### config.mk
export PLATFORM = sky130hd
export DESIGN_NAME = matmul_result_display
export DESIGN_NICKNAME = d
export VERILOG_FILES = /design/src/rtl/matmul_result_display_pkg.sv /design/src/rtl/matmul_result_display_hex_to_7seg.sv /design/src/rtl/matmul_result_display.sv
export SDC_FILE = /design/constraint.sdc
export NUM_CORES = 1
export LEC_CHECK = 0
export ABC_AREA = 0
export ABC_CLOCK_PERIOD_IN_PS = 3800
export BUFFER_PORTS_ARGS = -buffer_cell sky130_fd_sc_hd__buf_2
export CAP_MARGIN = 10
export CORE_AREA = 8 8 114 168
export CTS_CLUSTER_SIZE = 14
export DETAILED_ROUTE_END_ITERATION = 12
export DIE_AREA = 0 0 122 176
export GPL_ROUTABILITY_DRIVEN = 0
export GPL_TIMING_DRIVEN = 0
export PLACE_DENSITY = 0.59
export SYNTH_ARGS = -nofsm -noshare
export SYNTH_HDL_FRONTEND = slang
export SYNTH_SLANG_ARGS = --single-unit
### constraint.sdc
create_clock -name CLK -period 3.8 [get_ports CLK]
set_clock_uncertainty 0.1 [all_clocks]
set_input_delay 0.38 -clock CLK [delete_from_list [all_inputs] [get_ports CLK]]
set_output_delay 0.38 -clock CLK [all_outputs]
set_load 0.02 [all_outputs]
### src/rtl/matmul_result_display_pkg.sv
// Shared definitions for the matrix-multiply result display: FSM encoding,
// blank/off patterns, the hex digit segment table and a counter-width helper.
package matmul_result_display_pkg;

    typedef enum logic [1:0] {
        StIdle    = 2'd0,
        StCapture = 2'd1,
        StShow    = 2'd2
    } state_e;

    // Segments are g..a (bit6..bit0), active-low.
    localparam logic [6:0] SegBlank = 7'h7F;
    localparam logic [3:0] AnOff    = 4'hF;

    // Indexed by the hex value of the digit; element 0 is the rightmost entry.
    localparam logic [15:0][6:0] SegHex = {
        7'h0E, 7'h06, 7'h21, 7'h46, 7'h03, 7'h08, 7'h10, 7'h00,
        7'h78, 7'h02, 7'h12, 7'h19, 7'h30, 7'h24, 7'h79, 7'h40
    };

    // Width of a counter that must hold 0..n-1, never narrower than one bit.
    function automatic int unsigned cnt_width(input int unsigned n);
        return (n > 1) ? $clog2(n) : 1;
    endfunction

endpackage

### src/rtl/matmul_result_display_hex_to_7seg.sv
// Combinational hex nibble to active-low seven-segment pattern (g..a).
module matmul_result_display_hex_to_7seg
    import matmul_result_display_pkg::*;
(
    input  logic [3:0] nibble,
    output logic [6:0] seg_n
);

    // Table lookup; every nibble value has a defined glyph.
    always_comb begin
        seg_n = SegHex[nibble];
    end

endmodule

### src/rtl/matmul_result_display.sv
// Captures one full result set from the matrix-multiply core, then cycles
// through it on a 4-digit multiplexed seven-segment display.
// Digits [3:2] show the result index, digits [1:0] the result value, in hex.
module matmul_result_display
    import matmul_result_display_pkg::*;
#(
    parameter int unsigned N_RESULTS      = 9,
    parameter int unsigned DATA_W         = 8,
    parameter int unsigned HOLD_CYCLES    = 50000000,
    parameter int unsigned REFRESH_CYCLES = 50000
) (
    input  logic              CLK,
    input  logic              RST,
    input  logic              start_i,
    input  logic              res_valid_i,
    input  logic [DATA_W-1:0] res_data_i,
    output logic [6:0]        SEG_N,
    output logic [3:0]        AN_N,
    output logic              done_o,
    output logic              overflow_o
);

    localparam int unsigned IdxW  = cnt_width(N_RESULTS);
    // Write pointer must also represent N_RESULTS once the set is complete.
    localparam int unsigned WrW   = $clog2(N_RESULTS + 1);
    localparam int unsigned HoldW = cnt_width(HOLD_CYCLES);
    localparam int unsigned RefW  = cnt_width(REFRESH_CYCLES);

    localparam logic [WrW-1:0]   LastSlot = WrW'(N_RESULTS - 1);
    localparam logic [IdxW-1:0]  LastIdx  = IdxW'(N_RESULTS - 1);
    localparam logic [HoldW-1:0] HoldLast = HoldW'(HOLD_CYCLES - 1);
    localparam logic [RefW-1:0]  RefLast  = RefW'(REFRESH_CYCLES - 1);

    state_e            state_q;
    logic [WrW-1:0]    wr_ptr_q;
    logic [IdxW-1:0]   rd_idx_q;
    logic [HoldW-1:0]  hold_cnt_q;
    logic [RefW-1:0]   ref_cnt_q;
    logic [1:0]        dig_sel_q;
    logic              done_q;
    logic              overflow_q;
    logic [6:0]        seg_q;
    logic [3:0]        an_q;

    // Plain register array: read asynchronously by rd_idx, so not a RAM.
    logic [DATA_W-1:0] buf_q [N_RESULTS];

    logic [IdxW-1:0]   wr_idx;
    logic [7:0]        idx8;
    logic [7:0]        val8;
    logic [7:0]        cnt8;
    logic [3:0]        nibble;
    logic              blank;
    logic [6:0]        seg_hex;
    logic [6:0]        seg_d;
    logic [3:0]        an_d;

    // Only slots below N_RESULTS are ever written, so the low bits suffice.
    assign wr_idx = wr_ptr_q[IdxW-1:0];

    // Control FSM: capture sequencing, show-mode hold timer and index rotation.
    always_ff @(posedge CLK or posedge RST) begin
        if (RST) begin
            state_q    <= StIdle;
            wr_ptr_q   <= '0;
            rd_idx_q   <= '0;
            hold_cnt_q <= '0;
            done_q     <= 1'b0;
            overflow_q <= 1'b0;
        end else if (start_i) begin
            // A new run wins over any same-cycle result strobe.
            state_q    <= StCapture;
            wr_ptr_q   <= '0;
            done_q     <= 1'b0;
            overflow_q <= 1'b0;
        end else begin
            case (state_q)
                StIdle: begin
                end
                StCapture: begin
                    if (res_valid_i) begin
                        wr_ptr_q <= wr_ptr_q + 1'b1;
                        if (wr_ptr_q == LastSlot) begin
                            state_q    <= StShow;
                            rd_idx_q   <= '0;
                            hold_cnt_q <= '0;
                            done_q     <= 1'b1;
                        end
                    end
                end
                StShow: begin
                    if (res_valid_i) begin
                        overflow_q <= 1'b1;
                    end
                    if (hold_cnt_q == HoldLast) begin
                        hold_cnt_q <= '0;
                        rd_idx_q   <= (rd_idx_q == LastIdx) ? '0 : rd_idx_q + 1'b1;
                    end else begin
                        hold_cnt_q <= hold_cnt_q + 1'b1;
                    end
                end
                default: begin
                    state_q <= StIdle;
                end
            endcase
        end
    end

    // Result buffer write; contents are don't-care after reset.
    always_ff @(posedge CLK) begin
        if ((state_q == StCapture) && res_valid_i && !start_i) begin
            buf_q[wr_idx] <= res_data_i;
        end
    end

    // Free-running anode scan: dig_sel advances once per refresh period.
    always_ff @(posedge CLK or posedge RST) begin
        if (RST) begin
            ref_cnt_q <= '0;
            dig_sel_q <= 2'd0;
        end else if (ref_cnt_q == RefLast) begin
            ref_cnt_q <= '0;
            dig_sel_q <= dig_sel_q + 2'd1;
        end else begin
            ref_cnt_q <= ref_cnt_q + 1'b1;
        end
    end

    // Pick the nibble for the scanned digit; blank digits that show nothing.
    always_comb begin
        idx8   = 8'(rd_idx_q);
        val8   = 8'(buf_q[rd_idx_q]);
        cnt8   = 8'(wr_ptr_q);
        nibble = 4'h0;
        blank  = 1'b1;
        case (state_q)
            StCapture: begin
                // Capture count on the two right digits only.
                blank  = dig_sel_q[1];
                nibble = dig_sel_q[0] ? cnt8[7:4] : cnt8[3:0];
            end
            StShow: begin
                blank = 1'b0;
                case (dig_sel_q)
                    2'd0:    nibble = val8[3:0];
                    2'd1:    nibble = val8[7:4];
                    2'd2:    nibble = idx8[3:0];
                    default: nibble = idx8[7:4];
                endcase
            end
            default: begin
            end
        endcase
    end

    matmul_result_display_hex_to_7seg u_hex_to_7seg (
        .nibble (nibble),
        .seg_n  (seg_hex)
    );

    // Anode and segment next values come from the same scan slot.
    always_comb begin
        an_d  = AnOff;
        seg_d = SegBlank;
        if (!blank) begin
            an_d  = ~(4'b0001 << dig_sel_q);
            seg_d = seg_hex;
        end
    end

    // Segments and anodes registered together so they switch on one edge.
    always_ff @(posedge CLK or posedge RST) begin
        if (RST) begin
            seg_q <= SegBlank;
            an_q  <= AnOff;
        end else begin
            seg_q <= seg_d;
            an_q  <= an_d;
        end
    end

    assign SEG_N      = seg_q;
    assign AN_N       = an_q;
    assign done_o     = done_q;
    assign overflow_o = overflow_q;

endmodule

==> impl_metrics.py, run 1 <==
metrics = {
    "cells_and_area": {
        "fin_util": 0.450,
        "fin_cells": 790,
        "layout_commonest_cell": "edfxtp_1",
        "diodes": 0,
        "nNetsFinal": 601,
        "fillers": 1532,
        "layout_common_cells": "edfxtp_1, dfrtp_1, nand2_1",
        "areaGrowthSynthToFinish_pct": 14.9,
        "drive_gt1_frac": 0.152,
    },
    "synthesis": {
        "syn_nets": 556,
        "synthFlopType": "edfxtp_1",
        "yosysTopAreaCell": "edfxtp_1",
        "synth.yosys.seq_area_share": 0.592,
        "synthesis.area_mm2": 0.00651,
        "synth_edf_count": 72,
        "postSynth.asyncResetShare": 0.482,
        "synth_top_area_share": 0.332,
        "netlist_instances": 522,
        "ys_ff_latch": 139,
        "avgSynthCellArea_um2": 12.5,
        "yosys-top-cells-area": "edfxtp_1, dfrtp_1, dfstp_2, ha_1, mux4_1",
        "yosysWarningCount": 0,
        "ys_types": 60,
    },
    "die": {
        "die_height_um": 176,
        "fp.coreArea_mm2": 0.0166,
        "die_w_um": 122,
        "rows": 58,
        "initial_core_util": 0.392,
        "io_pins": 25,
        "die_area_mm2": 0.0215,
    },
    "critical_path": {
        "worstSetupPathType": "reg -> reg",
        "end_kind": "register",
        "r2r_cells": 12,
        "crit_path_start_kind": "register",
        "cp.required_ns": 4.00,
        "path_max_fanout": 10,
        "cp.arrival_ns": 3.66,
    },
    "job": {
        "drv_cap": 0,
    },
    "sta": {
        "tns_ns": 0,
        "setup_viol": 0,
        "rsz0062_at_grt": "false",
        "tightest_slew_ns": 0.741,
        "final.min_clock_period_ns": 3.46,
        "fin_crit_sh": 0.911,
        "max_freq_ghz": 0.289,
        "hold_viol": 0,
        "drv_slew": 0,
        "fin_ws_ns": 0.337,
        "relSlewSlack": 0.501,
        "whs_ns": 0.149,
    },
    "clocking": {
        "cts_tree": "built",
        "cts_hold_buf": 1,
        "post_cts.repair.setup_buffers": 0,
        "clock_path_buffers": 2,
        "clock_latency_ns": 0.42,
        "clock-sinks": 139,
        "clk_pin_slew_ns": 0.06,
        "cts_inserted_buffers": 17,
        "cts_resized": 0,
        "cts_root_buf": "clkbuf_16",
        "h-tree-depth": 4,
    },
    "placement": {
        "dp_hpwl_mm": 9.80,
        "numPortBuffers": 23,
        "post-place-ws_ns": 0.369,
        "place_inst": 757,
    },
    "detailed_routing": {
        "viasPerCell": 5.39,
        "wl_per_cell_um": 17.5,
        "vias": 4258,
        "drcViolationCount": 0,
        "drtPass1Iterations": 4,
        "drtIter0Drc": 346,
        "drt-total-wl_mm": 13.8,
        "drtAntennaViolNets": 0,
    },
    "min_path": {
        "hold_path_class": "in -> reg",
        "min_path_cells": 1,
    },
    "grt": {
        "antenna_found_initial": 0,
        "grtUsageTotal": 0.136,
        "grt_pass1_vias": 4350,
        "grt_first_pass_wirelength_mm": 22.4,
        "overflow": 0,
        "grt_max_degree": 36,
    },
    "power": {
        "total_leakage_power_nw": 2.93,
        "peakVddDrop_uv": 321,
        "pwr_density_cell_mw_per_mm2": 455,
    },
    "outcome": {
        "outcome": "complete, no violations",
    },
}
==> synthesized netlist by cell type, types with 2 or more instances <==
library cell  instances
edfxtp_1             72
dfrtp_1              56
nand2_1              41
nor2_1               38
nand3_1              31
o21ai_0              27
ha_1                 22
inv_1                21
xor2_1               19
a21oi_1              17
clkbuf_1             13
and2_1               11
and3_1               11
dfstp_2              11
mux4_1                9
nand4_1               9
nor2b_1               9
mux2i_1               8
xnor2_1               8
nor3_1                6
o31ai_1               6
nand2b_1              5
or3_1                 5
a221o_1               4
a31oi_1               4
buf_2                 4
mux2_2                4
mux4_2                4
nor4_1                4
nor4b_1               4
a21o_1                3
o211ai_1              3
a22o_1                2
and3_4                2
nand3b_1              2
o2111ai_1             2
o41ai_1               2
==> metal layers <==
layer	up-vias	share of wire	routed length, µm	GRT usage
met5	-	0	0	0
met4	0	0.021	289	0.0609
met3	20	0.037	514	0.0323
met2	96	0.54	7400	0.243
met1	2129	0.41	5620	0.149
li1	2013	-	-	-
==> kinds of logic after synthesis <==
group / after synthesis / share of synthesized area
fa+ha+maj: 22 / 0.0423
xor+xnor: 27 / 0.0363
compound gates: 84 / 0.0902
simple gates: 184 / 0.144
flops: 139 / 0.592
mux: 25 / 0.0694
buf+inv: 41 / 0.0256
==> area by class of cell <==
cell class | count | area (µm²) | area share
plain buffers | 19 | 83.8 | 0.0112
clock buffers | 20 | 447 | 0.0597
multi-input cells | 342 | 2490 | 0.333
well taps | 210 | 263 | 0.0351
inverters | 22 | 82.6 | 0.0110
clock inverters | 12 | 101 | 0.0136
repair buffers | 26 | 156 | 0.0209
flip-flops and latches | 139 | 3850 | 0.515
==> where the power goes <==
group | switching (mW) | total, mW | internal (mW)
Sequential | 0.0157 | 1.65 | 1.63
Combinational | 0.152 | 0.233 | 0.0812
Clock | 0.617 | 1.53 | 0.908
==> stage by stage <==
step | area, µm² | power (mW)
floorplan | 6510 | 1.83
detailed placement | 6920 | 1.91
global placement | 6880 | 1.90
finish | 7480 | 3.41
global route | 7480 | 3.54
CTS | 7480 | 3.45
==> critical path: stages (launching register included) <==
cell and delay, ns:
dfrtp_1 0.49, buf_2 0.33, buf_2 0.32, mux4_1 0.34, nand2_1 0.08, a31oi_1 0.15
o21ai_0 0.34, nor2_1 0.18, inv_1 0.14, ha_1 0.22, inv_1 0.09, mux2_2 0.26
o311ai_0 0.31
==> final timing paths <==
| kind | from | slack [ns] | endpoint |
|---|---|---|---|
| worst max-delay path | rd_idx_q[2] | 0.34 | SEG_N[4] |
| worst min-delay path | res_data_i[1] | 0.15 | buf_q[3][1] |
| worst max register to register | rd_idx_q[2] | 0.34 | SEG_N[4] |
| worst min register to register | ref_cnt_q[0] | 0.36 | ref_cnt_q[0] |
| max in group asynchronous | RST | 2.45 | hold_cnt_q[11] |
| min in group asynchronous | RST | 0.52 | dig_sel_q[0] |
==> flip-flops by register name, summed over array words and instances (netlist names) <==
signal      cells
hold_cnt_q     26
SEG_N           7
buf_q          72
overflow_o      1
dig_sel_q       2
state_q         2
done_o          1
rd_idx_q        4
ref_cnt_q      16
wr_idx          4
AN_N            4
(Power assumes the default switching activity.)
==> run 2, diff against run 1 <==
--- a/config.mk
+++ b/config.mk
@@ -9,13 +9,14 @@
 export ABC_CLOCK_PERIOD_IN_PS = 3800
 export BUFFER_PORTS_ARGS = -buffer_cell sky130_fd_sc_hd__buf_2
 export CAP_MARGIN = 10
-export CORE_AREA = 8 8 114 168
+export CORE_AREA = 8 8 115 169
 export CTS_CLUSTER_SIZE = 14
 export DETAILED_ROUTE_END_ITERATION = 12
-export DIE_AREA = 0 0 122 176
+export DIE_AREA = 0 0 123 177
 export GPL_ROUTABILITY_DRIVEN = 0
 export GPL_TIMING_DRIVEN = 0
 export PLACE_DENSITY = 0.59
 export SYNTH_ARGS = -nofsm -noshare
 export SYNTH_HDL_FRONTEND = slang
+export SYNTH_HIERARCHICAL = 1
 export SYNTH_SLANG_ARGS = --single-unit
==> impl_metrics.py, run 2 <==
metrics = {
    "grt": {
        "grt_busiest_layer": "met2",
        "overflow": 0,
        "grtUsageMet3": 0.0307,
        "use_met1": 0.151,
        "met2_usage": 0.263,
        "grt_pass1_vias": 4734,
        "grtUsageTotal": 0.142,
        "grt_first_pass_wirelength_mm": 23.9,
        "antenna_found_initial": 0,
        "grt_max_degree": 68,
    },
    "synthesis": {
        "postSynth.asyncResetShare": 0.482,
        "yosysMostFrequentCell": "edfxtp_1",
        "yosysTopAreaCell": "edfxtp_1",
        "synth_edf_count": 72,
        "yosysWarningCount": 6,
        "synth.yosys.seq_area_share": 0.581,
        "synthFlopType": "edfxtp_1",
        "synthesis.area_mm2": 0.00663,
        "ys_types": 60,
        "yosys-top-cells-area": "edfxtp_1, dfrtp_1, mux4_2, dfstp_2, ha_1",
        "netlist_instances": 548,
        "ys_ff_latch": 139,
        "synth_common_cells": "edfxtp_1, dfrtp_1, nand2_1",
        "syn_nets": 583,
        "synth_top_area_share": 0.326,
        "avgSynthCellArea_um2": 12.1,
    },
    "clocking": {
        "clock_latency_ns": 0.42,
        "post_cts.repair.setup_buffers": 0,
        "clock_path_buffers": 2,
        "cts_hold_buf": 0,
        "cts_resized": 1,
        "h-tree-depth": 4,
        "clk_pin_slew_ns": 0.07,
        "cts_inserted_buffers": 17,
        "clock-sinks": 139,
        "cts_root_buf": "clkbuf_16",
        "cts_tree": "built",
    },
    "min_path": {
        "hold_path_class": "in -> async",
    },
    "cells_and_area": {
        "regMostFlops": "buf_q",
        "reg_top3": "buf_q (72), hold_cnt_q (26), ref_cnt_q (16)",
        "drive_gt1_frac": 0.175,
        "nNetsFinal": 626,
        "largest_reg_flops": 72,
        "fin_util": 0.444,
        "fillers": 1598,
        "areaGrowthSynthToFinish_pct": 14.6,
        "layout_common_cells": "edfxtp_1, dfrtp_1, nand2_1",
        "layout_commonest_cell": "edfxtp_1",
        "fin_area_mm2": 0.00760,
        "diodes": 0,
    },
    "sta": {
        "final.min_clock_period_ns": 3.49,
        "tightest_slew_ns": 0.845,
        "max_freq_ghz": 0.287,
        "relSlewSlack": 0.436,
        "setup_viol": 0,
        "tns_ns": 0,
        "fin_crit_sh": 0.918,
        "hold_viol": 0,
        "drv_slew": 0,
        "whs_ns": 0.0285,
        "rsz0062_at_grt": "false",
    },
    "placement": {
        "numPortBuffers": 24,
        "dp_hpwl_mm": 10.3,
        "placed_area_mm2": 0.00702,
    },
    "die": {
        "die_area_mm2": 0.0218,
        "die_w_um": 123,
        "rows": 59,
        "initial_core_util": 0.387,
        "die_height_um": 177,
        "io_pins": 25,
        "fp.coreArea_mm2": 0.0171,
    },
    "power": {
        "peakVddDrop_uv": 307,
        "pwr_density_cell_mw_per_mm2": 459,
        "finalPower_mw": 3.49,
        "total_leakage_power_nw": 2.92,
    },
    "detailed_routing": {
        "wl_per_cell_um": 17.9,
        "viasPerCell": 5.48,
        "drtPass1Iterations": 4,
        "drt-total-wl_mm": 14.6,
        "drcViolationCount": 0,
        "vias": 4475,
        "drtAntennaViolNets": 0,
        "drtIter0Drc": 196,
    },
    "outcome": {
        "outcome": "complete, no violations",
    },
    "critical_path": {
        "cp.arrival_ns": 3.75,
        "worstSetupPathType": "reg -> reg",
        "end_kind": "register",
        "cp.required_ns": 4.06,
        "path_max_fanout": 10,
        "crit_path_start_kind": "register",
    },
    "job": {
        "drv_cap": 0,
    },
}
[run 2: cell count changes after synthesis, moves of 4 or more]
cell / change
clkbuf_1: +6
a21oi_1: +8
xor2_1: -8
mux4_2: +12
or3_1: -4
nor3_1: +7
a221o_1: -4
o21ai_0: +8
nor4_1: +6
inv_1: +4
nor2b_1: -6
nand3_1: -7
mux4_1: -8
and4_1: +4
[run 2: critical path, cell delays in order (launching register included)]
cell	delay (ns)
dfrtp_1	0.36
clkbuf_2	0.30
clkbuf_4	0.32
mux4_2	0.52
nand2_1	0.08
a21oi_1	0.06
a21oi_1	0.17
o211ai_1	0.23
inv_1	0.23
ha_1	0.22
and2b_2	0.24
or3b_1	0.37
o21ai_0	0.09
nand2b_1	0.13
[run 2: logic make-up after synthesis]
| family | count (synthesis) | share of synthesized area |
|---|---|---|
| simple gates | 193 | 0.153 |
| xor+xnor | 19 | 0.0251 |
| compound gates | 90 | 0.0803 |
| fa+ha+maj | 23 | 0.0434 |
| buf+inv | 50 | 0.0326 |
| flops | 139 | 0.581 |
| mux | 34 | 0.0851 |
[run 2: final cells by class]
| cell class | count | area, µm² | area share |
|---|---|---|---|
| Tap cell | 213 | 267 | 0.0350 |
| Sequential cell | 139 | 3850 | 0.507 |
| Multi-Input combinational cell | 359 | 2560 | 0.337 |
| Inverter | 25 | 96.3 | 0.0127 |
| Clock buffer | 17 | 425 | 0.0559 |
| Clock inverter | 15 | 151 | 0.0199 |
| Timing Repair Buffer | 24 | 120 | 0.0158 |
| Buffer | 25 | 128 | 0.0168 |
[run 2: per-layer routing]
metal | vias to the layer above | routed length (µm)
met5 | - | 0
met1 | 2245 | 5660
met4 | 0 | 311
li1 | 2110 | -
met2 | 94 | 8150
met3 | 26 | 468
[run 2: final timing paths]
path                                     from              to  slack, ns  cells after the start
worst max-delay path              rd_idx_q[0]        SEG_N[0]       0.31                     13
worst min-delay path                      RST  hold_cnt_q[17]       0.03                      2
worst max register to register    rd_idx_q[0]        SEG_N[0]       0.31                     13
min in group CLK                res_data_i[0]     buf_q[4][0]       0.15                      1
worst min register to register   ref_cnt_q[0]    ref_cnt_q[0]       0.36                      1
max in group asynchronous                 RST    ref_cnt_q[0]       3.01                      2
[run 2: metrics by stage]
| stage | worst slack (ns) | cells |
|---|---|---|
| floorplan | 0.681 | 548 |
| global placement | 0.00645 | 785 |
| finish | 0.311 | 817 |
| detailed placement | -0.0581 | 785 |
| global route | 0.0484 | 817 |
| CTS | 0.0572 | 817 |
[run 2: report_power, final]
group	switching (mW)	internal, mW	leakage (nW)
clock	0.716	0.873	0.279
sequential	0.0246	1.64	1.52
combinational	0.154	0.0843	1.11
total	0.895	2.60	2.92
==> run 3, diff against run 2 <==
--- a/config.mk
+++ b/config.mk
@@ -9,13 +9,13 @@
 export ABC_CLOCK_PERIOD_IN_PS = 3800
 export BUFFER_PORTS_ARGS = -buffer_cell sky130_fd_sc_hd__buf_2
 export CAP_MARGIN = 10
-export CORE_AREA = 8 8 115 169
+export CORE_AREA = 8 8 131 194
 export CTS_CLUSTER_SIZE = 14
 export DETAILED_ROUTE_END_ITERATION = 12
-export DIE_AREA = 0 0 123 177
+export DIE_AREA = 0 0 139 202
 export GPL_ROUTABILITY_DRIVEN = 0
 export GPL_TIMING_DRIVEN = 0
-export PLACE_DENSITY = 0.59
+export PLACE_DENSITY = 0.48
 export SYNTH_ARGS = -nofsm -noshare
 export SYNTH_HDL_FRONTEND = slang
 export SYNTH_HIERARCHICAL = 1
==> impl_metrics.py, run 3 (synthesis gave the netlist of run 2 again) <==
metrics = {
    "outcome": {
        "outcome": "complete, no violations",
    },
    "min_path": {
        "hold_path_class": "in -> async",
    },
    "sta": {
        "rsz0062_at_grt": "false",
        "fin_crit_sh": 0.928,
        "tns_ns": 0,
        "hold_viol": 0,
        "max_freq_ghz": 0.284,
        "relSlewSlack": 0.432,
        "final.min_clock_period_ns": 3.53,
        "setup_viol": 0,
        "fin_ws_ns": 0.273,
        "tightest_slew_ns": 0.852,
        "drv_slew": 0,
    },
    "cells_and_area": {
        "fillers": 2279,
        "layout_commonest_cell": "edfxtp_1",
        "drive_gt1_frac": 0.167,
        "fin_area_mm2": 0.00772,
        "nNetsFinal": 626,
        "reg_top3": "buf_q (72), hold_cnt_q (26), ref_cnt_q (16)",
        "areaGrowthSynthToFinish_pct": 16.4,
        "seq_area_mm2": 0.00385,
        "diodes": 0,
        "layout_common_cells": "edfxtp_1, dfrtp_1, nand2_1",
        "largest_reg_flops": 72,
        "fin_cells": 884,
        "regMostFlops": "buf_q",
        "multiInputGateArea_mm2": 0.00256,
        "fin_util": 0.341,
    },
    "grt": {
        "grt_first_pass_wirelength_mm": 24.9,
        "antenna_found_initial": 0,
        "grt_max_degree": 68,
        "grt_pass1_vias": 4548,
        "grtUsageTotal": 0.115,
        "overflow": 0,
    },
    "detailed_routing": {
        "drtPass1Iterations": 4,
        "drtAntennaViolNets": 0,
        "viasPerCell": 4.95,
        "drcViolationCount": 0,
        "vias": 4374,
        "drtIter0Drc": 270,
        "drt-total-wl_mm": 15.4,
        "wl_per_cell_um": 17.4,
    },
    "power": {
        "pwr_density_cell_mw_per_mm2": 468,
        "peakVddDrop_uv": 288,
        "total_leakage_power_nw": 2.93,
    },
    "clocking": {
        "cts_root_buf": "clkbuf_16",
        "clock_path_buffers": 2,
        "h-tree-depth": 4,
        "cts_tree": "built",
        "clock_latency_ns": 0.42,
        "post_cts.repair.setup_buffers": 0,
        "cts_inserted_buffers": 17,
        "clk_pin_slew_ns": 0.06,
        "clock-sinks": 139,
    },
    "die": {
        "fp.coreArea_mm2": 0.0226,
        "die_height_um": 202,
        "die_area_mm2": 0.0281,
        "die_w_um": 139,
        "initial_core_util": 0.293,
        "io_pins": 25,
        "rows": 68,
    },
    "critical_path": {
        "end_kind": "register",
        "r2r_slack_ns": 0.27,
        "crit_chain": "inv_1, ha_1, clkbuf_1, and3b_1, nand2_1, nor3_1, a221oi_1, o21ai_1, inv_1, ha_1, inv_1, mux4_1, nand2b_1",
        "path_buf_inv": 4,
        "critPathTopFamily": "simple AND/OR/NAND/NOR gates",
        "r2r-start": "state_q[0]",
        "cp.arrival_ns": 3.75,
        "cpMaxStageDelayCell": "mux4_1",
        "cp.required_ns": 4.02,
        "path_max_fanout": 9,
        "crit_path_start_kind": "register",
        "cpMostUsedCell": "inv_1",
        "r2r_cells": 13,
        "worstSetupPathType": "reg -> reg",
        "timing.rr.end": "SEG_N[3]",
        "cpPeakStageDelay_ns": 0.46,
    },
    "placement": {
        "post-place-ws_ns": -0.222,
        "numPortBuffers": 24,
        "place_inst": 852,
        "placed_area_mm2": 0.00711,
        "dp_hpwl_mm": 10.9,
    },
    "job": {
        "drv_cap": 0,
    },
}
-- run 3: power breakdown --
| part | switching, mW | internal, mW | leakage [nW] |
|---|---|---|---|
| sequential | 0.0224 | 1.64 | 1.52 |
| clock | 0.619 | 1.09 | 0.292 |
| combinational | 0.154 | 0.0846 | 1.12 |
-- run 3: per-stage QoR --
stage                     hold slack, ns  power, mW
final                             0.0500       3.61
after global routing               0.140       3.75
after CTS                         0.0835       3.66
after detailed placement           0.352       1.94
after global placement             0.347       1.93
after floorplan                    0.333       1.85
-- run 3: worst max-delay path by stage --
| stage | from | end | slack [ns] | depth (start not counted) |
|---|---|---|---|---|
| global placement | rd_idx_q[1] | SEG_N[3] | -0.08 | 12 |
| global route | state_q[0] | SEG_N[3] | 0.01 | 13 |
| detailed placement | rd_idx_q[1] | SEG_N[3] | -0.22 | 12 |
| floorplan | rd_idx_q[0] | SEG_N[0] | 0.68 | 13 |
| finish | state_q[0] | SEG_N[3] | 0.27 | 13 |
| CTS | rd_idx_q[1] | SEG_N[3] | 0.02 | 12 |
-- run 3: layer usage --
layer | track usage | part of all wire
met4 | 0.0492 | 0.018
met3 | 0.0208 | 0.021
met2 | 0.217 | 0.56
met5 | 0 | 0
met1 | 0.123 | 0.40
-- run 3: cell type report --
class	instances	area share
plain buffers	25	0.0167
clock buffers	20	0.0566
clock inverters	12	0.0220
inverters	25	0.0125
multi-input cells	359	0.332
flip-flops and latches	139	0.499
well taps	280	0.0454
repair buffers	24	0.0156
-- run 3: worst reg2reg max path: stages, from the launching register on --
cell      delay (ns)
dfrtp_1         0.38
inv_1           0.11
ha_1            0.15
clkbuf_1        0.38
and3b_1         0.34
nand2_1         0.13
nor3_1          0.23
a221oi_1        0.08
o21ai_1         0.34
inv_1           0.20
ha_1            0.34
inv_1           0.05
mux4_1          0.46
nand2b_1        0.16
-- run 3: what timing repair did --
item | 4_1_cts | 5_1_grt
setup endpoints to repair | 4 | 4
gates resized for setup | 2 | 4
hold buffers | 0 | 0
